<file path="src/rtl/reg_access_ctrl_pkg.sv">
// Shared constants for the register-access controller: instruction field
// positions, opcode encodings, FSM state encoding and opcode class helpers.
package reg_access_ctrl_pkg;

  localparam int OPC_HI  = 15;
  localparam int OPC_LO  = 12;
  localparam int DST_HI  = 11;
  localparam int DST_LO  = 8;
  localparam int SRCA_HI = 7;
  localparam int SRCA_LO = 4;
  localparam int SRCB_HI = 3;
  localparam int SRCB_LO = 0;
  localparam int IMM_HI  = 7;
  localparam int IMM_LO  = 0;

  typedef enum logic [3:0] {
    OP_NOP   = 4'h0,
    OP_ADD   = 4'h1,
    OP_SUB   = 4'h2,
    OP_AND   = 4'h3,
    OP_OR    = 4'h4,
    OP_XOR   = 4'h5,
    OP_LDI   = 4'h6,
    OP_MOV   = 4'h7,
    OP_CMPEQ = 4'h8,
    OP_HALT  = 4'hF
  } opcode_t;

  typedef enum logic [2:0] {
    S_IDLE,
    S_READ,
    S_EXEC,
    S_WB,
    S_HALT
  } state_t;

  // Opcodes that write the register file (ADD..MOV)
  function automatic logic op_writes(input logic [3:0] op);
    return (op >= OP_ADD) && (op <= OP_MOV);
  endfunction

  // Opcodes 9..E have no meaning
  function automatic logic op_illegal(input logic [3:0] op);
    return (op > OP_CMPEQ) && (op != OP_HALT);
  endfunction

  function automatic logic op_sets_carry(input logic [3:0] op);
    return (op == OP_ADD) || (op == OP_SUB);
  endfunction

  function automatic logic op_sets_zero(input logic [3:0] op);
    return op_writes(op) || (op == OP_CMPEQ);
  endfunction

endpackage

</file>
<file path="src/rtl/reg_alu.sv">
// Combinational ALU: computes result, carry/borrow and the next zero flag.
module reg_alu
  import reg_access_ctrl_pkg::*;
#(
  parameter int DW = 8
) (
  input  logic [3:0]    op,
  input  logic [DW-1:0] a,
  input  logic [DW-1:0] b,
  input  logic [7:0]    imm,
  output logic [DW-1:0] result,
  output logic          carry,
  output logic          zero_next
);

  logic [DW:0] sum;
  logic [DW:0] diff;

  assign sum  = {1'b0, a} + {1'b0, b};
  assign diff = {1'b0, a} - {1'b0, b};

  // Result and carry per opcode; bit DW of the subtraction is the borrow
  always_comb begin
    result = '0;
    carry  = 1'b0;
    case (op)
      OP_ADD: begin
        result = sum[DW-1:0];
        carry  = sum[DW];
      end
      OP_SUB: begin
        result = diff[DW-1:0];
        carry  = diff[DW];
      end
      OP_AND:  result = a & b;
      OP_OR:   result = a | b;
      OP_XOR:  result = a ^ b;
      OP_LDI:  result = DW'(imm);
      OP_MOV:  result = a;
      default: result = '0;
    endcase
  end

  // CMPEQ compares operands; every other opcode tests its result
  always_comb begin
    zero_next = (result == '0);
    if (op == OP_CMPEQ) zero_next = (a == b);
  end

endmodule

</file>
<file path="src/rtl/reg_access_ctrl.sv">
// Serial register-access controller: IDLE -> READ -> EXEC -> WB, one
// instruction every four cycles, with a sticky HALT state.
module reg_access_ctrl
  import reg_access_ctrl_pkg::*;
#(
  parameter int IW = 16,
  parameter int DW = 8
) (
  input  logic          clk,
  input  logic          rst,
  input  logic [IW-1:0] instr,
  input  logic          instr_valid,
  output logic          instr_ready,
  output logic [3:0]    src0,
  output logic [3:0]    src1,
  output logic [3:0]    dst,
  output logic [DW-1:0] data,
  output logic          we,
  input  logic [DW-1:0] data0,
  input  logic [DW-1:0] data1,
  output logic          done,
  output logic [DW-1:0] result,
  output logic          zero,
  output logic          carry,
  output logic          err,
  output logic          halted
);

  state_t        state_q, state_d;
  logic [IW-1:0] instr_q;
  logic [DW-1:0] opa_q, opb_q;
  logic [DW-1:0] result_q;
  logic [3:0]    op;
  logic [DW-1:0] alu_result;
  logic          alu_carry;
  logic          alu_zero;

  assign op     = instr_q[OPC_HI:OPC_LO];
  assign result = result_q;
  assign data   = result_q;

  reg_alu #(.DW(DW)) u_alu (
    .op        (op),
    .a         (opa_q),
    .b         (opb_q),
    .imm       (instr_q[IMM_HI:IMM_LO]),
    .result    (alu_result),
    .carry     (alu_carry),
    .zero_next (alu_zero)
  );

  // State, latched instruction, read addresses, operands, result and flags.
  // src0/src1 load on the accept edge so they are already valid in READ;
  // dst loads at end of EXEC so it is valid in WB.
  always_ff @(posedge clk) begin
    if (!rst) begin
      state_q  <= S_IDLE;
      instr_q  <= '0;
      src0     <= '0;
      src1     <= '0;
      dst      <= '0;
      opa_q    <= '0;
      opb_q    <= '0;
      result_q <= '0;
      zero     <= 1'b0;
      carry    <= 1'b0;
    end else begin
      state_q <= state_d;
      case (state_q)
        S_IDLE: begin
          if (instr_valid) begin
            instr_q <= instr;
            src0    <= instr[SRCA_HI:SRCA_LO];
            src1    <= instr[SRCB_HI:SRCB_LO];
          end
        end
        S_READ: begin
          opa_q <= data0;
          opb_q <= data1;
        end
        S_EXEC: begin
          result_q <= alu_result;
          dst      <= instr_q[DST_HI:DST_LO];
          if (op_sets_carry(op)) carry <= alu_carry;
          if (op_sets_zero(op))  zero  <= alu_zero;
        end
        default: ;
      endcase
    end
  end

  // Next-state and handshake/strobe outputs
  always_comb begin
    state_d     = state_q;
    instr_ready = 1'b0;
    we          = 1'b0;
    done        = 1'b0;
    err         = 1'b0;
    halted      = 1'b0;
    case (state_q)
      S_IDLE: begin
        instr_ready = 1'b1;
        if (instr_valid) state_d = S_READ;
      end
      S_READ: state_d = S_EXEC;
      S_EXEC: state_d = (op == OP_HALT) ? S_HALT : S_WB;
      S_WB: begin
        done    = 1'b1;
        we      = op_writes(op);
        err     = op_illegal(op);
        state_d = S_IDLE;
      end
      S_HALT: halted = 1'b1;
      default: state_d = S_IDLE;
    endcase
  end

endmodule

</file>
<file path="config.mk">
export PLATFORM = sky130hd
export DESIGN_NAME = reg_access_ctrl
export DESIGN_NICKNAME = d
export VERILOG_FILES = /design/src/rtl/reg_access_ctrl_pkg.sv /design/src/rtl/reg_alu.sv /design/src/rtl/reg_access_ctrl.sv
export SDC_FILE = /design/constraint.sdc
export NUM_CORES = 1
export LEC_CHECK = 0
export BUFFER_PORTS_ARGS = -buffer_cell sky130_fd_sc_hd__buf_2
export CAP_MARGIN = 25
export CORE_MARGIN = 5
export CORE_UTILIZATION = 50
export DETAILED_ROUTE_END_ITERATION = 8
export PLACE_DENSITY = 0.76
export SYNTH_ARGS = -nofsm -noshare
export SYNTH_HDL_FRONTEND = slang
export SYNTH_SLANG_ARGS = --single-unit
</file>
<file path="constraint.sdc">
create_clock -name clk -period 2.6 [get_ports clk]
set_clock_uncertainty 0.05 [all_clocks]
set_input_delay 0.13 -clock clk [delete_from_list [all_inputs] [get_ports clk]]
set_output_delay 0.13 -clock clk [all_outputs]
set_load 0.02 [all_outputs]
</file>
==> impl_results.md <==
- Status: finished, final reports clean
- Max-cap violation count: 0
- FMAX: ~0.39 GHz
- Antenna-violating nets left: 0
- Internal: roughly 1.3 mW
- TritonCTS clock tree: yes
- TritonCTS Sinks: between 40 and 50
- Commonest non-fill, non-tap cell in the layout: nand2_1
- Routability-driven placement congestion ratio: approximately 0.99
- Worst vdd ir: approximately 0.31 mV
- Final worst slack: a little under 0.06 ns
- Worst-path clk slew: about 0.11 ns
- Lkg Pwr: 1.83 nW
- Total CTS buffers: 5
- Pre-Repair DR Iteration Count: 5
- Core area: approximately 6800 sq um
- Fraction of layout instances using a drive strength above 1: 28.5%
- Post-synth EDFFs: 0
- Max_slew headroom: between 50 and 60%
- Wirelength per Cell: between 15 and 20 um
- RSZ-0062 raised after global routing: true
- Total Routing Usage GR: between 20 and 25%
- Power Total: around 2 mW
- Hpwl dp: a little over 8 mm
- CP Max Fanout: 14
- Slew Viols, Final: 0
- Sw power: roughly 0.7 mW
- Sequential share of power: around 43%
- YS warnings: 0
- Startpoint types: register
- PwrDens: approximately 460 nW/um^2
- Post-Layout Cell Count: 630
- Port Buffers: 69
- Inst Count DP: between 600 and 700
- CTS HTree Levels: 2
- Final nets: around 600
- Number of diodes: 0
- Switching portion of total power: between 30 and 40%
- Mapped Nets: between 500 and 600
- Comb pwr share: about a third
- Tmin final: 2.54 ns
- Routed wire length: approximately 11 mm
- Synth Instances: between 400 and 500
- Clock power frac: 24.9%
- Worst-case clock buffer depth: 2
- Via density: between 5 and 6
- Root buffer cell: clkbuf_8
- Post-place setup slack: -0.164 ns
- Design area: around 4300 sq um
- Netlist cell types: 62
- Worst Tran Pin Value: approximately 0.74 ns
- Initial antenna violation count: 0
- Sequential-to-total area share from yosys stat: between 20 and 30%
- Setup violators final: 0
- Critical setup path kind: register to register
- Drt initial violations: 338
- # fillers: ~650
- Die H: between 90 and 100 um
- Syn-to-layout area delta: 21.3%
- Hold Violations, Final: 0
- FP Rows: 30
- CP arrival: ~2.7 ns
- Vias in the first global route: between 3000 and 4000
- Ports: 70
- Full die area: between 8000 and 9000 sq um
- Most frequent cells in the layout: 91 x nand2_1, 69 x buf_2, 48 x dfxtp_1, 42 x buf_4, 29 x inv_1
- DR DRC count: 0
- Die X: ~94 um
- Final hold slack: 0.00465 ns
- Critical path data required time: 2.76 ns
- Overflow after GRT: 0
- Worst min-delay path class: input pin to register
- DP Area: 4010 sq um
- Mean post-synth cell area: 7.69 sq um
- Total number of vias: between 3000 and 4000
- Dominant synthesized flop cell: dfxtp_1
- Crit. End Element: register
- Synthesized area: between 3000 and 4000 sq um
- Clk Latency, worst-skew pair: 0.31 ns
- Synthesized flop and latch total: 49
- First-pass GRT wire length: around 17 mm
- Largest net degree at the start of global routing: 50
- Asr flop ratio synth: 0%
- Tcrit/Tclk final: 97.8%
- Starting Density: around half
-- critical path, stage by stage, from the launching register on --
cell	delay [ns]
dfxtp_1	0.66
nor4b_2	0.71
a221oi_1	0.24
a221oi_2	0.29
a2111oi_2	0.07
a21oi_2	0.19
o41ai_2	0.10
o2111a_1	0.15
-- worst paths after layout --
check,from,depth (start not counted),slack [ns],endpoint
max reg2reg,instr_q[12],7,0.06,zero
min reg2reg,instr_q[9],2,0.42,instr_q[9]
max,instr_q[12],7,0.06,zero
min,data0[3],3,0.005,opa_q[3]
-- cell families (layout without fill, tap and decap cells) --
kind of cell             after synthesis  in the layout  synth area share (%)
AND/OR/NAND/NOR                      173            173                  23.4
AO/OA/AOI/OAI                        120            120                  24.6
flip-flops                            49             49                  27.9
multiplexers                           8              8                  2.78
XOR/XNOR                               2              2                 0.499
buffers and inverters                 79            156                  11.2
adder cells (fa/ha/maj)               26             26                  9.69
-- synth_stat cells (4+ instances only) --
library cell / count / area, sq um
a21boi_0: 28 / 210
dfxtp_1: 49 / 981
buf_2: 10 / 50.1
a21oi_1: 17 / 85.1
nor3_1: 16 / 80.1
o21ai_0: 15 / 75.1
nor2_1: 20 / 75.1
a21boi_1: 10 / 75.1
nand2b_1: 4 / 25.0
ha_1: 24 / 300
mux2_2: 4 / 45.0
inv_1: 29 / 109
a211oi_1: 5 / 37.5
nand3_1: 6 / 30.0
nand2_1: 91 / 342
clkbuf_1: 20 / 75.1
a221oi_1: 5 / 43.8
buf_4: 16 / 120
nand3b_1: 4 / 30.0
a22oi_1: 5 / 37.5
nor2b_1: 6 / 37.5
and2_1: 4 / 25.0
-- final cells by class --
class                   count  area [sq um]  area share, %
clock buffers               6          72.6           1.70
clock inverters             2          13.8          0.323
inverters                  30           113           2.64
multi-input cells         329          2230           52.3
flip-flops and latches     49           982           23.0
well taps                  96           120           2.82
repair buffers            118           731           17.1
-- per-layer routing --
metal  GRT usage (%)  vias to the layer above  part of all wire (%)
met5               0                        -                     0
met4            9.03                        0                   2.4
met3            3.61                       26                   6.8
met2            40.6                      161                    49
met1            31.5                     1711                    41
li1                -                     1708                     -
-- power groups by stage --
stage               clock (mW)  sequential, mW  combinational (mW)
detailed placement           0           0.856               0.572
finish                   0.484           0.839               0.620
global placement             0           0.854               0.570
floorplan                    0           0.845               0.385
global route             0.528           0.845               0.668
CTS                      0.494           0.839               0.587
-- what timing repair did --
item,4_1_cts,5_1_grt
gates resized for setup,6,16
setup endpoints to repair,1,3
endpoints found under the hold margin,6,1
pin swaps,2,5
hold buffers,6,1
setup buffers,0,1
-- sequential cells by signal, indices dropped and copies added (netlist names) --
signal and cells:
instr_q 10, data 8, opa_q 8, opb_q 8, dst 4, src0 3
src1 3, state_q 3, carry 1, zero 1
-- through the flow --
stage | TNS [ns] | utilization [%]
finish | 0 | 62.4
floorplan | 0 | -
detailed placement | -0.164 | 58.7
CTS | 0 | 61.1
global placement | -0.0483 | 58.7
global route | -0.0527 | 62.4
No activity file was read; power rests on OpenSTA's default activity.
